$ cat src/rtl/orion_pkg.sv
// Shared definitions for the sequence game datapath.
// Holds the playback/checker state encoding, the default RAM address and digit
// widths, and the display code used for a blank digit.
package orion_pkg;

    localparam int unsigned ADDR_W_DEF = 5;
    localparam int unsigned DATA_W_DEF = 4;
    localparam logic [3:0]  BLANK_DEF  = 4'hF;

    typedef enum logic [3:0] {
        IDLE,
        S_FETCH,
        S_LOAD,
        SHOW,
        GAP,
        E_FETCH,
        E_LOAD,
        E_WAIT,
        COMPARE,
        DONE
    } seqState_t;

endpackage

$ cat src/rtl/seq_rd_port.sv
// Registered read port for a synchronous RAM with one cycle of read latency.
// A request registers the address; the RAM samples it on the following edge, so
// read data is valid two cycles after the request cycle and dataValid marks it.
// Ports:
//   clk, rst   system clock, asynchronous active-low reset
//   req        issue a read of reqAddr
//   reqAddr    address to read
//   ramAddr    registered address to RAM port B
//   dataValid  high in the cycle the RAM output holds the requested word
module seq_rd_port
    import orion_pkg::*;
#(
    parameter int unsigned ADDR_W = ADDR_W_DEF
) (
    input  logic              clk,
    input  logic              rst,
    input  logic              req,
    input  logic [ADDR_W-1:0] reqAddr,
    output logic [ADDR_W-1:0] ramAddr,
    output logic              dataValid
);

    logic [ADDR_W-1:0] addrQ;
    logic              addrLiveQ;
    logic              dataLiveQ;

    always_ff @(posedge clk or negedge rst) begin
        if (!rst) begin
            addrQ     <= '0;
            addrLiveQ <= 1'b0;
            dataLiveQ <= 1'b0;
        end else begin
            addrLiveQ <= req;
            dataLiveQ <= addrLiveQ;
            if (req) begin
                addrQ <= reqAddr;
            end
        end
    end

    assign ramAddr   = addrQ;
    assign dataValid = dataLiveQ;

endmodule

$ cat config.mk
export PLATFORM = sky130hd
export DESIGN_NAME = seq_rd_port
export DESIGN_NICKNAME = d
export VERILOG_FILES = /design/src/rtl/orion_pkg.sv /design/src/rtl/seq_rd_port.sv
export SDC_FILE = /design/constraint.sdc
export NUM_CORES = 1
export LEC_CHECK = 0
export ABC_AREA = 1
export ABC_CLOCK_PERIOD_IN_PS = 800
export CORE_AREA = 2 2 39 41
export CTS_CLUSTER_SIZE = 12
export DETAILED_ROUTE_END_ITERATION = 8
export DIE_AREA = 0 0 41 43
export GPL_ROUTABILITY_DRIVEN = 0
export PLACE_DENSITY = 0.49
export SLEW_MARGIN = 40
export SYNTH_ARGS = -nofsm -noshare
export SYNTH_HDL_FRONTEND = slang
export SYNTH_SLANG_ARGS = --single-unit
$ cat constraint.sdc
create_clock -name clk -period 0.8 [get_ports clk]
set_input_delay 0.16 -clock clk [delete_from_list [all_inputs] [get_ports clk]]
set_output_delay 0.16 -clock clk [all_outputs]
set_load 0.01 [all_outputs]
==> results.json <==
{
  "diodes": 0,
  "num_vias": 218,
  "clock-sinks": 7,
  "yosys.area.top_type_share": 0.745,
  "synth_warnings": 0,
  "final_cells": 63,
  "numCtsBuffers": 3,
  "layout.nets": 56,
  "max_clock_freq_ghz": 1.09,
  "clock_skew_ps": 0.0613,
  "setup-violations-final": 7,
  "report.final.slew_viol_count": 0,
  "finalCriticalPeriod_ps": 915,
  "first_iter_violations": 3,
  "hold_path.class": "primary input to async pin",
  "coreArea_sq_um": 1380,
  "grt_pass1_wl_um": 779,
  "fin_ws_ps": -115,
  "clk_path_buf_depth": 2,
  "synth-seq-cells": 7,
  "grt_max_degree": 8,
  "cp.arrival_ps": 750,
  "grt_antenna_before_repair": 0,
  "synthesis.area_sq_um": 235,
  "firstDrtPassIters": 2,
  "post-route-drc-count": 0,
  "ctsHoldBuffers": 0,
  "status": "finished, violations left",
  "cts_tree": "yes",
  "path_cells": "buf_2",
  "hold_viol_final": 0,
  "area_delta_synth_final_pct": 89.4,
  "p_per_area_nw_per_um2": 1930,
  "critPathCaptureType": "output pin",
  "p_leak_uw": 0.000245,
  "slew_headroom": 0.785,
  "synth.largest_area_cell": "dfrtp_1",
  "rows": 14,
  "critPathRequiredTime_ps": 640,
  "routed_wl_um": 491,
  "max_cap_viol_count": 0,
  "clk_latency_ps": 250,
  "crit_buf_inv": 1,
  "netlist_instances": 23,
  "crit_type": "flip-flop to output pin",
  "synth_area_leaders": "dfrtp_1 74%, nand2_1 24%, inv_2 1.6%",
  "grt_use_total": 0.0727,
  "via_per_inst": 3.46,
  "path_max_fanout": 2,
  "first_global_vias": 188,
  "critical-path-top-delay-family": "flip-flops",
  "cp-start-kind": "flip-flop",
  "ant_nets": 0,
  "max_stage_delay_ps": 370,
  "violations": "setup timing",
  "syn_avg_cell_area_sq_um": 10.2,
  "routedWlPerCell_um": 7.79,
  "finalCritPeriodShare": 1.14,
  "seq_area_frac_synth": 0.745,
  "start_util": 0.170,
  "htreeDepth": 1,
  "die_area_sq_um": 1760,
  "grt_setup_unrepaired": "true",
  "synth.distinct_cells": 3,
  "fin_area_sq_um": 445,
  "placed_area_sq_um": 415,
  "die_x_um": 41,
  "ios": 14,
  "cts_root_buffer": "clkbuf_4",
  "synth_fp_nets": 31,
  "fin_util": 0.322,
  "die_h_um": 43,
  "pre_cts_ws_ps": -222,
  "cp_slowest_cell": "dfrtp_1",
  "vdd_drop_max_v": 0.000627,
  "drive_above_1_share": 0.383,
  "gr-total-overflow": 0,
  "io_buffers": 13,
  "tightest_slew_ps": 321,
  "clk_transition_reported_paths_ps": 50,
  "dp_cells": 56
}
cell usage after synthesis:
master and instances:
nand2_1 15, dfrtp_1 7, inv_2 1
registers in the layout, indices dropped and copies added, names as in the netlist:
register   cells
addrLiveQ      1
ramAddr        5
dataValid      1
per-layer routing:
metal / part of all wire / vias up / GRT usage
met5: 0 / - / 0
met1: 0.46 / 91 / 0.0918
met3: 0.12 / 0 / 0.0471
met2: 0.42 / 11 / 0.0813
li1: - / 116 / -
met4: 0 / 0 / 0.0600
timing repair:
action	in CTS	in global routing
gates cloned	0	0
setup buffers	2	1
resized for setup	24	3
setup endpoints to repair	6	9
hold endpoints to repair	0	0
power by group:
part	internal [uW]	switching, uW	leakage [uW]
registers	382	11.4	0.0000842
logic	93.7	58.4	0.000146
clock network	190	126	0.0000150
cell usage in the layout (no fill, tap or decap):
| cell | instances |
|---|---|
| buf_4 | 7 |
| clkbuf_4 | 3 |
| buf_6 | 1 |
| buf_2 | 5 |
| clkdlybuf4s50_1 | 6 |
| nand2_2 | 1 |
| clkbuf_1 | 1 |
| dfrtp_1 | 7 |
| inv_2 | 1 |
| nand2_1 | 14 |
| dlymetal6s2s_1 | 1 |
per-stage QoR:
step,hold WS (ps),total power [uW],TNS [ps]
after floorplan,-136,435,0
after global placement,334,553,-2410
after detailed placement,336,554,-2440
after CTS,177,872,-736
after global routing,205,921,-877
final,172,862,-645
worst paths after layout:
check                           startpoint    endpoint  slack, ps  depth (start not counted)
worst max register to register  ramAddr[3]  ramAddr[3]        -10                          4
worst max-delay path            ramAddr[0]  ramAddr[0]       -110                          1
worst min register to register   addrLiveQ   dataValid        350                          0
worst min-delay path                   rst   addrLiveQ        170                          1
max in group asynchronous              rst  ramAddr[3]        390                          1
min in group clk                       req  ramAddr[4]        220                          3
cell type report:
cell class / instances / area [sq um]
well taps: 16 / 20.0
inverters: 1 / 3.75
clock buffers: 4 / 26.3
multi-input cells: 15 / 58.8
fillers: 161 / 938
flip-flops and latches: 7 / 175
repair buffers: 20 / 161
cells by family (layout without fill, tap and decap cells):
group | Yosys count | count (layout) | synth area share
buf+inv | 1 | 25 | 0.0159
flops | 7 | 7 | 0.745
simple gates | 15 | 15 | 0.239
Note: power is estimated with default switching activity, not from simulation.
